## config.mk

```make
export PLATFORM = sky130hd
export DESIGN_NAME = alu_ctrl_mdu
export DESIGN_NICKNAME = d
export VERILOG_FILES = /design/src/rtl/alu_ctrl_pkg.sv /design/src/rtl/alu_ctrl_mdu_md_iter_core.sv /design/src/rtl/alu_ctrl_mdu.sv
export SDC_FILE = /design/constraint.sdc
export NUM_CORES = 1
export LEC_CHECK = 0
export CAP_MARGIN = 5
export CELL_PAD_IN_SITES_DETAIL_PLACEMENT = 1
export CELL_PAD_IN_SITES_GLOBAL_PLACEMENT = 2
export CORE_AREA = 2 2 218 220
export DETAILED_ROUTE_END_ITERATION = 10
export DIE_AREA = 0 0 220 222
export PLACE_DENSITY_LB_ADDON = 0.1
export SLEW_MARGIN = 5
export SYNTH_ARGS = -nofsm -noshare
export SYNTH_HDL_FRONTEND = slang
export SYNTH_HIERARCHICAL = 1
export SYNTH_SLANG_ARGS = --single-unit
```

## constraint.sdc

```tcl
create_clock -name clk -period 6.7 [get_ports clk]
set_input_delay 1.005 -clock clk [delete_from_list [all_inputs] [get_ports clk]]
set_output_delay 1.005 -clock clk [all_outputs]
set_load 0.05 [all_outputs]
```

## src/rtl/alu_ctrl_pkg.sv

```systemverilog
// Shared encodings for the EX-stage ALU control and the RV32M multiply/divide sequencer.
package alu_ctrl_pkg;

  localparam logic [3:0] SEL_ADD  = 4'b0000;
  localparam logic [3:0] SEL_SUB  = 4'b0001;
  localparam logic [3:0] SEL_LUI  = 4'b0011;
  localparam logic [3:0] SEL_OR   = 4'b0100;
  localparam logic [3:0] SEL_AND  = 4'b0101;
  localparam logic [3:0] SEL_XOR  = 4'b0111;
  localparam logic [3:0] SEL_SLL  = 4'b1000;
  localparam logic [3:0] SEL_SRL  = 4'b1001;
  localparam logic [3:0] SEL_SRA  = 4'b1010;
  localparam logic [3:0] SEL_SLT  = 4'b1101;
  localparam logic [3:0] SEL_SLTU = 4'b1111;
  localparam logic [3:0] SEL_DEF  = 4'b0010;

  localparam logic [1:0] ALUOP_ADD  = 2'b00;
  localparam logic [1:0] ALUOP_SUB  = 2'b01;
  localparam logic [1:0] ALUOP_FUNC = 2'b10;
  localparam logic [1:0] ALUOP_LUI  = 2'b11;

  localparam logic [2:0] F3_MUL    = 3'b000;
  localparam logic [2:0] F3_MULH   = 3'b001;
  localparam logic [2:0] F3_MULHSU = 3'b010;
  localparam logic [2:0] F3_MULHU  = 3'b011;
  localparam logic [2:0] F3_DIV    = 3'b100;
  localparam logic [2:0] F3_DIVU   = 3'b101;
  localparam logic [2:0] F3_REM    = 3'b110;
  localparam logic [2:0] F3_REMU   = 3'b111;

  localparam logic [6:0] OPC_OP    = 7'b0110011;
  localparam logic [6:0] F7_MULDIV = 7'b0000001;

  typedef enum logic [1:0] {IDLE, BUSY, DONE} md_state_t;

endpackage

```

## src/rtl/alu_ctrl_mdu_md_iter_core.sv

```systemverilog
// Iterative unsigned datapath: one shift-add (multiply) or restoring-divide step per cycle.
module md_iter_core
  import alu_ctrl_pkg::*;
#(
  parameter int unsigned XLEN = 32
) (
  input  logic              clk,
  input  logic              rst,
  input  logic              load,
  input  logic              step,
  input  logic              div,
  input  logic [XLEN-1:0]   a,
  input  logic [XLEN-1:0]   b,
  output logic              last,
  output logic [2*XLEN-1:0] acc_next
);

  localparam int unsigned CW = $clog2(XLEN);

  logic [2*XLEN-1:0] acc;
  logic [XLEN-1:0]   b_q;
  logic [CW-1:0]     count;
  logic [XLEN:0]     sum;
  logic [XLEN:0]     rs;
  logic [XLEN:0]     diff;

  // acc holds {partial product, multiplier} or {remainder, dividend/quotient}
  always_comb begin
    sum  = {1'b0, acc[2*XLEN-1:XLEN]} + (acc[0] ? {1'b0, b_q} : '0);
    rs   = acc[2*XLEN-1:XLEN-1];
    diff = rs - {1'b0, b_q};
    if (div)
      acc_next = diff[XLEN] ? {rs[XLEN-1:0], acc[XLEN-2:0], 1'b0}
                            : {diff[XLEN-1:0], acc[XLEN-2:0], 1'b1};
    else
      acc_next = {sum, acc[XLEN-1:1]};
  end

  assign last = (count == CW'(XLEN - 1));

  always_ff @(posedge clk or posedge rst) begin
    if (rst) begin
      acc   <= '0;
      b_q   <= '0;
      count <= '0;
    end else if (load) begin
      acc   <= {{XLEN{1'b0}}, a};
      b_q   <= b;
      count <= '0;
    end else if (step) begin
      acc   <= acc_next;
      count <= count + 1'b1;
    end
  end

endmodule

```

## src/rtl/alu_ctrl_mdu.sv

```systemverilog
// EX-stage ALU control: base ALU select decode plus an iterative RV32M sequencer that stalls the pipe.
module alu_ctrl_mdu
  import alu_ctrl_pkg::*;
#(
  parameter int unsigned XLEN     = 32,
  parameter bit          ENABLE_M = 1'b1
) (
  input  logic            clk,
  input  logic            rst,
  input  logic [1:0]      ALUOp,
  input  logic [31:0]     InReg,
  input  logic            ALUSrc,
  input  logic            valid,
  input  logic            flush,
  input  logic [XLEN-1:0] rs1_val,
  input  logic [XLEN-1:0] rs2_val,
  output logic [3:0]      Select,
  output logic [XLEN-1:0] md_result,
  output logic            md_done,
  output logic            stall
);

  md_state_t         state;
  logic [2:0]        funct3;
  logic [2:0]        f3_q;
  logic              is_md, accept;
  logic              neg_a, neg_b, neg_a_q, neg_b_q;
  logic              div_zero, div_ovf, core_last;
  logic [XLEN-1:0]   mag_a, mag_b, special_res, final_res, quo, rem;
  logic [2*XLEN-1:0] acc_next, prod;
  logic              unused_fields;

  assign funct3        = InReg[14:12];
  assign is_md         = ENABLE_M && (ALUOp == ALUOP_FUNC) && !ALUSrc &&
                         (InReg[6:0] == OPC_OP) && (InReg[31:25] == F7_MULDIV);
  assign accept        = valid && is_md && !flush;
  assign unused_fields = ^{InReg[24:15], InReg[11:7]};

  always_comb begin
    Select = SEL_DEF;
    if (!is_md) begin
      unique case (ALUOp)
        ALUOP_ADD: Select = SEL_ADD;
        ALUOP_SUB: Select = SEL_SUB;
        ALUOP_LUI: Select = SEL_LUI;
        default: begin
          unique case (funct3)
            3'b000:  Select = (InReg[30] && !ALUSrc) ? SEL_SUB : SEL_ADD;
            3'b001:  Select = SEL_SLL;
            3'b010:  Select = SEL_SLT;
            3'b011:  Select = SEL_SLTU;
            3'b100:  Select = SEL_XOR;
            3'b101:  Select = InReg[30] ? SEL_SRA : SEL_SRL;
            3'b110:  Select = SEL_OR;
            default: Select = SEL_AND;
          endcase
        end
      endcase
    end
  end

  // The core works on magnitudes; signs are reapplied when the result is captured.
  always_comb begin
    neg_a    = rs1_val[XLEN-1] && (funct3 inside {F3_MULH, F3_MULHSU, F3_DIV, F3_REM});
    neg_b    = rs2_val[XLEN-1] && (funct3 inside {F3_MULH, F3_DIV, F3_REM});
    mag_a    = neg_a ? -rs1_val : rs1_val;
    mag_b    = neg_b ? -rs2_val : rs2_val;
    div_zero = funct3[2] && (rs2_val == '0);
    div_ovf  = funct3[2] && !funct3[0] &&
               (rs1_val == {1'b1, {(XLEN-1){1'b0}}}) && (rs2_val == '1);
    if (div_zero) special_res = funct3[1] ? rs1_val : '1;
    else          special_res = funct3[1] ? '0 : rs1_val;
  end

  always_comb begin
    prod = (neg_a_q ^ neg_b_q) ? -acc_next : acc_next;
    quo  = acc_next[XLEN-1:0];
    rem  = acc_next[2*XLEN-1:XLEN];
    unique case (f3_q)
      F3_MUL:                       final_res = prod[XLEN-1:0];
      F3_MULH, F3_MULHSU, F3_MULHU: final_res = prod[2*XLEN-1:XLEN];
      F3_DIV, F3_DIVU:              final_res = (neg_a_q ^ neg_b_q) ? -quo : quo;
      default:                      final_res = neg_a_q ? -rem : rem;
    endcase
  end

  md_iter_core #(.XLEN(XLEN)) u_core (
    .clk      (clk),
    .rst      (rst),
    .load     ((state == IDLE) && accept),
    .step     ((state == BUSY) && !flush),
    .div      (f3_q[2]),
    .a        (mag_a),
    .b        (mag_b),
    .last     (core_last),
    .acc_next (acc_next)
  );

  always_comb begin
    stall = 1'b0;
    if (!rst) begin
      unique case (state)
        IDLE:    stall = accept;
        BUSY:    stall = !flush;
        default: stall = 1'b0;
      endcase
    end
  end

  always_ff @(posedge clk or posedge rst) begin
    if (rst) begin
      state     <= IDLE;
      f3_q      <= '0;
      neg_a_q   <= 1'b0;
      neg_b_q   <= 1'b0;
      md_result <= '0;
      md_done   <= 1'b0;
    end else begin
      md_done <= 1'b0;
      if (flush) begin
        state <= IDLE;
      end else begin
        unique case (state)
          IDLE: begin
            if (accept) begin
              f3_q    <= funct3;
              neg_a_q <= neg_a;
              neg_b_q <= neg_b;
              if (div_zero || div_ovf) begin
                state     <= DONE;
                md_result <= special_res;
                md_done   <= 1'b1;
              end else begin
                state <= BUSY;
              end
            end
          end
          BUSY: begin
            if (core_last) begin
              state     <= DONE;
              md_result <= final_res;
              md_done   <= 1'b1;
            end
          end
          default: state <= IDLE;
        endcase
      end
    end
  end

endmodule

```

==> reports/metrics.csv, run 1 <==
metric;value;unit
GP Congestion;0.917;
DIE HEIGHT;222;microns
largest family of logic cells by synthesized area;compound AO/OA/AOI/OAI gates;
Setup TNS Final;0;ps
Rel. slew slack;0.107;
Final Critical Period;6480;ps
GRT Util Overall;0.303;
Hold Violations, Final;0;
Initial Util;0.349;
Post-Syn Area;0.0161;sq mm
CP arrival;6860;ps
Clock transition at path regs;70;ps
Hold Crit Class;flop to flop;
post-CTS setup buffers;0;
CP most frequent cell;inv_1;
FFs w/ async S/R, synth;1.00;
Synth Warn #;6;
row cnt;79;
number of max-cap violations;0;
CP bufs+invs;5;
Port Buffers;125;
synthesized netlist net count;2342;
Final ANT Viol Nets;0;
design area;0.0187;sq mm
initial antenna violation count;2;
CTS buffer count;17;
VDD IR max;0.000166;V
CTS H-tree lvls;4;
Clock Latency Late Sink;490;ps
Via density;6.23;
WS Path Type;flop to flop;
Residual DRC;0;
io pins;141;
CP startpoint kind;flop;
Crit Path Max Fanout;10;
cell taking the most area after synthesis;dfrtp_1;
Synth Area per Inst;7.45;sq um
area share of xor/xnor cells in the synthesized design;0.0749;
flops & latches, synth;141;
fin nets;2395;
cell family with most CP delay;simple AND/OR/NAND/NOR gates;
initial drt markers;1579;
global-route wire length before repair;112;mm
dominant synthesized flop cell;dfrtp_1;
Root Buffer;clkbuf_16;
total grt overflow;0;
RSZ-0062 raised after global routing;no;
Filler Cell Count;5678;
final wirelength;74.0;mm
core area;0.0463;sq mm
mux contribution to synthesized area;0.0553;
die width;220;microns
Post-synth EDFFs;0;
Max stage delay on crit path;630;ps
nature of the critical path endpoint;flop;
setup violators final;0;
Cell variety after synth;99;
Die ar.;0.0488;sq mm
overall power;2.68;mW
post-synth top area share;0.219;
commonest non-fill, non-tap cell in the layout;nand2_1;
P_leak;7.54;nW
CP required;7080;ps
Compound-Gate Fraction of Synth Area;0.285;
adder-cell area share of the yosys netlist;0.0587;
Sink Count;141;
Synth Instances;2166;
pwr dens;143;mW/mm^2
layout cell share with drive strength beyond 1;0.0757;
first-pass iteration count of the detailed router;5;
area grow syn2layout;16.0;%
average wire per standard cell;26.1;microns
simple-gate share of the synthesized area;0.251;
pin count of the biggest net entering global routing;104;
Area contributors post-synth;dfrtp_1, o21ai_0, ha_1;
PostCTS Resize Cnt;0;
outcome;completed;
vias in the first global route;17600;
TritonCTS clock tree;done;
reg-to-reg slack, setup;220;ps
Worst Tran Pin Value;1330;ps
vias;17700;
# diodes;0;
FMAX;154;MHz
placed inst area;0.0180;sq mm
CP max stage cell;nor4_4;
hold_buf cts;0;
clk buf depth;2;
period utilization;0.967;
most frequent cells in the layout;nand2_1, o21ai_0, nor2_1;
dpl hpwl;57.6;mm
CP cell instances;inv_1 -> ha_1 -> inv_1 -> fa_1 -> a21o_1 -> a221oi_2 -> o32ai_1 -> and3b_4 -> nor4_4 -> buf_4 -> o21ai_1 -> a31o_1 -> inv_1 -> ha_1 -> nor4b_1 -> nand4_1 -> nor4_1 -> buf_4 -> o31ai_1 -> a2111o_1 -> a22o_1;
Seq/Total Area, Yosys;0.219;
max-slew violations;0;
clk_skew;11.5;ps
[logic make-up after synthesis]
family | Yosys count
flip-flops | 141
adder cells (fa/ha/maj) | 75
buffers and inverters | 233
AND/OR/NAND/NOR | 791
multiplexers | 85
AO/OA/AOI/OAI | 703
XOR/XNOR | 138
[registers in the layout (all words and copies together) (netlist names)]
register      count
state             2
f3_q              3
neg_a_q           1
md_done           1
u_core/acc       64
md_result        32
u_core/count      5
neg_b_q           1
u_core/b_q       32
[metrics by stage]
step                worst slack [ps]  hold slack [ps]  std cells  utilization
global route                    74.7              523       2839        0.405
floorplan                       1570              493       2166            -
detailed placement               482              478       2807        0.390
finish                           221              484       2839        0.405
CTS                              438              492       2839        0.405
global placement                 534              467       2807        0.390
[per-layer routing]
| metal | up-vias | global-route usage | share of wire |
|---|---|---|---|
| met5 | - | 0 | 0.00018 |
| met4 | 2 | 0.0738 | 0.019 |
| met3 | 77 | 0.0569 | 0.068 |
| met2 | 577 | 0.437 | 0.42 |
| met1 | 8902 | 0.459 | 0.49 |
| li1 | 8127 | - | - |
[Yosys cell counts (all sizes together), types with 12 or more instances]
cell	n
a211oi	27
a21o	34
a21oi	169
a22o	20
a311oi	17
a31oi	24
and2	46
and3	16
buf	36
clkbuf	114
dfrtp	141
ha	71
inv	81
mux2	33
mux2i	52
nand2	215
nand2b	23
nand3	46
nand4	43
nor2	186
nor3	67
nor4	42
o211ai	17
o21a	19
o21ai	209
o21bai	12
o31ai	18
or3	24
or4	24
xnor2	85
xor2	53
[final timing paths]
check	start	endpoint	cells after the start
setup / recovery	u_core/acc[31]	md_result[24]	21
min in group asynchronous	rst	u_core/acc[31]	2
setup reg to reg	u_core/acc[31]	md_result[24]	21
hold reg to reg	md_result[18]	md_result[18]	2
hold / removal	md_result[18]	md_result[18]	2
max in group asynchronous	rst	u_core/acc[53]	3
[worst min-delay path: stages, from the launching register on]
cell,delay (ps)
dfrtp_1,340
nand2_1,50
o21ai_0,60
[layout make-up]
cell class                      count  area (sq um)  share of cell area
Timing Repair Buffer              184          1690              0.0904
Inverter                           83           314              0.0168
Clock inverter                     14           263              0.0140
Clock buffer                       18           439              0.0234
Sequential cell                   141          3530               0.189
Tap cell                          607           759              0.0405
Multi-Input combinational cell   1792         11700               0.626
[power by group]
group	total [mW]	switching [mW]	internal (mW)
Sequential	0.878	0.0161	0.862
Clock	1.18	0.430	0.745
Combinational	0.630	0.396	0.234
Power figures use the tool's default switching activity.
==> run 2: changes to the inputs <==
--- a/config.mk
+++ b/config.mk
@@ -11,8 +11,9 @@
 export CORE_AREA = 2 2 218 220
 export DETAILED_ROUTE_END_ITERATION = 10
 export DIE_AREA = 0 0 220 222
+export GPL_TIMING_DRIVEN = 1
 export PLACE_DENSITY_LB_ADDON = 0.1
-export SLEW_MARGIN = 5
+export SLEW_MARGIN = 30
 export SYNTH_ARGS = -nofsm -noshare
 export SYNTH_HDL_FRONTEND = slang
 export SYNTH_HIERARCHICAL = 1
==> run 2 against run 1 <==
  * Cell count increased by 0.18%
  * Maximum frequency increased by 1.5%
  * Die area unchanged
  * Critical endpoint is now md_result[29]
  * Wire length about the same
  * Critical path depth decreased by 1
  * Sequential power about the same
  * Clock-buffer cell count decreased by 1
  * Non-clock buffer count increased by 2
  * Register-to-register slack improved by 98 ps
  * Via count increased by 0.10%
  * Design area about the same
  * Sequential share of layout area about the same
  * Largest power group unchanged
==> reports/metrics.csv, run 2 (synthesis gave the netlist of run 1 again) <==
metric;value;unit;change
hold_buf cts;0;;unchanged
core area;0.0463;sq mm;unchanged
RSZ-0062 raised after global routing;no;;unchanged
setup ws final;319;ps;was 221 ps
reg-to-reg slack, setup;320;ps;was 220 ps
io pins;141;;unchanged
Root Buffer;clkbuf_16;;unchanged
CTS H-tree lvls;4;;unchanged
CP max stage cell;or4_1;;was nor4_4
DIE HEIGHT;222;microns;unchanged
CTS buffer count;17;;unchanged
die width;220;microns;unchanged
post-CTS setup buffers;0;;unchanged
Hold Crit Class;flop to flop;;unchanged
GP Congestion;0.917;;unchanged
row cnt;79;;unchanged
outcome;completed;;unchanged
worst hold path depth;2;;unchanged
final wirelength;74.0;mm;about the same
Hold Path End;md_result[18];;unchanged
GRT Util Overall;0.303;;about the same
FMAX;157;MHz;was 154 MHz
Residual DRC;0;;unchanged
clk_skew;13.1;ps;was 11.5 ps
dpl hpwl;57.8;mm;was 57.6 mm
Via density;6.22;;was 6.23
pin count of the biggest net entering global routing;76;;was 104
fin nets;2397;;was 2395
cell family with most CP delay;simple AND/OR/NAND/NOR gates;;unchanged
Hold Crit Start;md_result[18];;unchanged
Worst Tran Pin Value;996;ps;was 1330 ps
layout cell share with drive strength beyond 1;0.0779;;was 0.0757
Reg with most FFs;u_core/acc;;unchanged
TritonCTS clock tree;done;;unchanged
vias in the first global route;17600;;about the same
Max stage delay on crit path;690;ps;was 630 ps
Die ar.;0.0488;sq mm;unchanged
Clock Latency Late Sink;490;ps;about the same
initial drt markers;1486;;was 1579
VDD IR max;0.000177;V;was 0.000166 V
Critical R2R Launch;u_core/acc[31];;unchanged
period utilization;0.952;;was 0.967
Place WS;469;ps;was 482 ps
total grt overflow;0;;unchanged
Final ANT Viol Nets;0;;unchanged
nature of the critical path endpoint;flop;;unchanged
worst hold slack;482;ps;was 484 ps
number of max-cap violations;0;;unchanged
Sink Count;141;;unchanged
CP arrival;6750;ps;was 6860 ps
Crit Path Max Fanout;9;;was 10
CP required;7070;ps;was 7080 ps
Hold Violations, Final;0;;unchanged
PostCTS Resize Cnt;0;;unchanged
most frequent cells in the layout;nand2_1, o21ai_0, nor2_1;;unchanged
average wire per standard cell;26.0;microns;was 26.1 microns
max reg flops;64;;unchanged
commonest non-fill, non-tap cell in the layout;nand2_1;;unchanged
Port Buffers;125;;unchanged
P_leak;7.54;nW;about the same
Rel. slew slack;0.329;;was 0.107
max-slew violations;0;;unchanged
CP startpoint kind;flop;;unchanged
Top Registers;u_core/acc: 64 flops, md_result: 32 flops, u_core/b_q: 32 flops;;unchanged
area grow syn2layout;16.1;%;was 16.0%
initial antenna violation count;2;;unchanged
setup violators final;0;;unchanged
first-pass iteration count of the detailed router;8;;was 5
Final Critical Period;6380;ps;was 6480 ps
global-route wire length before repair;112;mm;about the same
CP cell instances;inv_1 -> ha_1 -> inv_1 -> fa_1 -> a21o_1 -> a221oi_2 -> o32ai_1 -> and3b_4 -> nor4_4 -> buf_4 -> nor3_1 -> o21ai_1 -> nand2_1 -> or4_1 -> or3_1 -> nor3_1 -> a211oi_1 -> a41o_1 -> or3_1 -> a22o_1;;was inv_1 -> ha_1 -> inv_1 -> fa_1 -> a21o_1 -> a221oi_2 -> o32ai_1 -> and3b_4 -> nor4_4 -> buf_4 -> o21ai_1 -> a31o_1 -> inv_1 -> ha_1 -> nor4b_1 -> nand4_1 -> nor4_1 -> buf_4 -> o31ai_1 -> a2111o_1 -> a22o_1
Initial Util;0.349;;unchanged
Clock transition at path regs;70;ps;about the same
pwr dens;141;mW/mm^2;was 143 mW/mm^2
vias;17700;;about the same
Setup TNS Final;0;ps;unchanged
clk buf depth;2;;unchanged
R2R Path End;md_result[29];;was md_result[24]
Reg2Reg Depth;20;;was 21
WS Path Type;flop to flop;;unchanged
CP bufs+invs;3;;was 5
run 2: worst register-to-register path, stage by stage (launching register included):
cell	delay, ps
dfrtp_1	380
inv_1	130
ha_1	190
inv_1	50
fa_1	400
a21o_1	220
a221oi_2	370
o32ai_1	170
and3b_4	240
nor4_4	610
buf_4	280
nor3_1	60
o21ai_1	190
nand2_1	340
or4_1	690
or3_1	540
nor3_1	350
a211oi_1	140
a41o_1	240
or3_1	470
a22o_1	220
run 2: through the flow:
step / std cells / total power [mW] / utilization / area [sq um]
2_1_floorplan: 2166 / 1.27 / - / 16100
3_3_place_gp: 2807 / 1.50 / 0.390 / 18000
3_5_place_dp: 2808 / 1.51 / 0.390 / 18100
4_1_cts: 2840 / 2.66 / 0.405 / 18700
5_1_grt: 2841 / 2.75 / 0.405 / 18700
6_report: 2844 / 2.64 / 0.405 / 18700
run 2: layer usage:
layer / vias up / GRT usage / wire [microns] / share of wire
li1: 8140 / - / - / -
met2: 598 / 0.429 / 30600 / 0.41
met1: 8881 / 0.445 / 35600 / 0.48
met3: 84 / 0.0797 / 6000 / 0.081
met5: - / 0 / 0 / 0
met4: 0 / 0.0879 / 1780 / 0.024
run 2: cell type report:
type / count / area, sq um
fillers: 5650 / 27500
multi-input cells: 1792 / 11700
flip-flops and latches: 141 / 3530
repair buffers: 186 / 1720
well taps: 607 / 759
clock buffers: 17 / 425
inverters: 83 / 318
clock inverters: 15 / 243
diodes: 3 / 7.51
run 2: worst max-delay path by stage:
stage | to | startpoint | depth (start not counted)
final | md_result[29] | u_core/acc[31] | 20
after global routing | md_result[29] | u_core/acc[31] | 20
after CTS | md_result[24] | u_core/acc[31] | 21
after detailed placement | md_result[24] | u_core/acc[31] | 21
after global placement | md_result[24] | u_core/acc[31] | 21
after floorplan | md_result[29] | u_core/acc[31] | 22
run 2: power by group:
part           leakage, nW  internal, mW  total [mW]  switching [mW]
registers             1.73         0.861       0.878          0.0164
logic                 5.48         0.234       0.632           0.398
clock network        0.327         0.697        1.13           0.436
==> run 3: changes to the inputs <==
==> constraint.sdc (replaced) <==
create_clock -name clk -period 6 [get_ports clk]
set_input_delay 0.9 -clock clk [delete_from_list [all_inputs] [get_ports clk]]
set_output_delay 0.9 -clock clk [all_outputs]
set_load 0.05 [all_outputs]
==> run 3 against run 2 <==
  * Via count about the same
  * Clock skew shrank 4.9 ps
  * Register-to-register slack is essentially flat
  * Sequential power increased by 12%
  * Critical path type unchanged
  * Largest power group unchanged
==> reports/metrics.csv, run 3 (synthesis gave the netlist of run 1 again) <==
metric;value;unit;change
CP required;6370;ps;was 7070 ps
clk_skew;8.16;ps;was 13.1 ps
pin count of the biggest net entering global routing;73;;was 76
Worst Tran Pin Value;1080;ps;was 996 ps
CP startpoint kind;flop;;unchanged
met1 usage;0.451;;was 0.445
most used routing layer;met1;;unchanged
CP cell instances;buf_4 -> ha_1 -> fa_1 -> a21o_1 -> a221oi_1 -> buf_4 -> o41a_1 -> a21o_1 -> a21o_1 -> a21oi_1 -> mux2i_1 -> nand3_1 -> or3_1 -> nor3_1 -> nand4_1 -> o32ai_1 -> a21oi_1 -> or4_1 -> a22o_1;;was inv_1 -> ha_1 -> inv_1 -> fa_1 -> a21o_1 -> a221oi_2 -> o32ai_1 -> and3b_4 -> nor4_4 -> buf_4 -> nor3_1 -> o21ai_1 -> nand2_1 -> or4_1 -> or3_1 -> nor3_1 -> a211oi_1 -> a41o_1 -> or3_1 -> a22o_1
Sink Count;141;;unchanged
Hold Crit Class;flop to flop;;unchanged
Initial Util;0.349;;unchanged
io pins;141;;unchanged
P_leak;7.75;nW;was 7.54 nW
Clock transition at path regs;60;ps;was 70 ps
outcome;completed;;unchanged
clk buf depth;2;;unchanged
average wire per standard cell;25.5;microns;was 26.0 microns
row cnt;79;;unchanged
pwr dens;149;mW/mm^2;was 141 mW/mm^2
initial antenna violation count;6;;was 2
Setup TNS Final;0;ps;unchanged
Final Core Density;0.412;;was 0.405
CP arrival;6060;ps;was 6750 ps
CTS H-tree lvls;4;;unchanged
TritonCTS clock tree;done;;unchanged
Max stage delay on crit path;710;ps;was 690 ps
cell family with most CP delay;compound AO/OA/AOI/OAI gates;;was simple AND/OR/NAND/NOR gates
Port Buffers;125;;unchanged
CP max stage cell;or4_1;;unchanged
first-pass iteration count of the detailed router;5;;was 8
core area;0.0463;sq mm;unchanged
initial drt markers;1586;;was 1486
total grt overflow;0;;unchanged
met3 global-route usage;0.0642;;was 0.0797
met2 usage;0.438;;was 0.429
WS Path Type;flop to flop;;unchanged
area grow syn2layout;18.1;%;was 16.1%
dpl hpwl;58.5;mm;was 57.8 mm
FMAX;176;MHz;was 157 MHz
Hold Violations, Final;0;;unchanged
nature of the critical path endpoint;flop;;unchanged
DIE HEIGHT;222;microns;unchanged
most frequent cells in the layout;nand2_1, o21ai_0, nor2_1;;unchanged
commonest non-fill, non-tap cell in the layout;nand2_1;;unchanged
CP most frequent cell;a21o_1;;
max-slew violations;0;;unchanged
Clock Latency Late Sink;490;ps;about the same
CTS buffer count;17;;unchanged
GP Congestion;0.935;;was 0.917
layout cell share with drive strength beyond 1;0.0977;;was 0.0779
Residual DRC;0;;unchanged
Reg with most FFs;u_core/acc;;unchanged
Crit Path Max Fanout;4;;was 9
period utilization;0.948;;was 0.952
Via density;6.13;;was 6.22
Final ANT Viol Nets;0;;unchanged
GRT Util Overall;0.304;;was 0.303
Final Critical Period;5690;ps;was 6380 ps
CP bufs+invs;2;;was 3
VDD IR max;0.000128;V;was 0.000177 V
setup violators final;0;;unchanged
max reg flops;64;;unchanged
RSZ-0062 raised after global routing;no;;unchanged
vias;17700;;about the same
Rel. slew slack;0.276;;was 0.329
die width;220;microns;unchanged
Top Registers;u_core/acc: 64 flops, md_result: 32 flops, u_core/b_q: 32 flops;;unchanged
global-route wire length before repair;112;mm;about the same
Die ar.;0.0488;sq mm;unchanged
Root Buffer;clkbuf_16;;unchanged
fin nets;2446;;was 2397
vias in the first global route;17800;;was 17600
number of max-cap violations;0;;unchanged
final wirelength;73.7;mm;was 74.0 mm
[run 3: changes by cell type in the layout (fill, tap and decap cells not counted), moves of 2 or more]
cell        before  now
buf_4           59  108
bufinv_16        6    3
clkinvlp_4       1    4
clkbuf_8         0    2
clkinv_4         2    0
diode_2          3    1
inv_6            3    1
o21ai_0        194  196
o21ai_1         14   12
[run 3: per-stage QoR]
| step | power, mW | std cells | worst slack [ps] | hold WS (ps) | cell area (sq um) |
|---|---|---|---|---|---|
| after floorplan | 1.41 | 2166 | 869 | 493 | 16100 |
| final | 2.84 | 2890 | 311 | 481 | 19100 |
| after global placement | 1.70 | 2853 | 148 | 466 | 18400 |
| after CTS | 2.85 | 2885 | 54.4 | 488 | 19000 |
| after global routing | 2.96 | 2889 | 52.6 | 503 | 19100 |
| after detailed placement | 1.71 | 2854 | 63.5 | 475 | 18400 |
[run 3: final timing paths]
check | start | to | slack (ps) | cells past startpoint
setup / recovery | u_core/acc[32] | md_result[26] | 310 | 19
hold / removal | md_result[23] | md_result[23] | 480 | 2
setup reg to reg | u_core/acc[32] | md_result[26] | 310 | 19
hold reg to reg | md_result[23] | md_result[23] | 480 | 2
max in group asynchronous | rst | u_core/acc[52] | 4090 | 3
min in group asynchronous | rst | md_result[4] | 1000 | 2
[run 3: area by class of cell]
type	instances	area [sq um]
clock inverters	12	145
clock buffers	19	453
multi-input cells	1792	11800
repair buffers	235	2090
well taps	607	759
diodes	1	2.50
inverters	83	318
fillers	5763	27200
flip-flops and latches	141	3530
[run 3: routing by layer]
metal / wire [microns] / share of wire
met5: 21 / 0.00028
met4: 1820 / 0.025
met3: 5530 / 0.075
met2: 30800 / 0.42
met1: 35600 / 0.48
[run 3: what timing repair did]
action                     in CTS  in global routing
setup endpoints to repair       0                  9
resized for setup               0                  5
hold buffers                    0                  0
buffers inserted                0                  4
[run 3: worst reg2reg max path, stage by stage, from the launching register on]
cell and delay, ps:
dfrtp_1 410, buf_4 160, ha_1 240, fa_1 420, a21o_1 200, a221oi_1 270, buf_4 200, o41a_1 360
a21o_1 280, a21o_1 200, a21oi_1 90, mux2i_1 260, nand3_1 200, or3_1 450, nor3_1 250, nand4_1 220
o32ai_1 300, a21oi_1 90, or4_1 710, a22o_1 260
[run 3: report_power, final]
group,switching [mW],internal (mW)
clock,0.468,0.667
sequential,0.0167,0.962
combinational,0.444,0.279
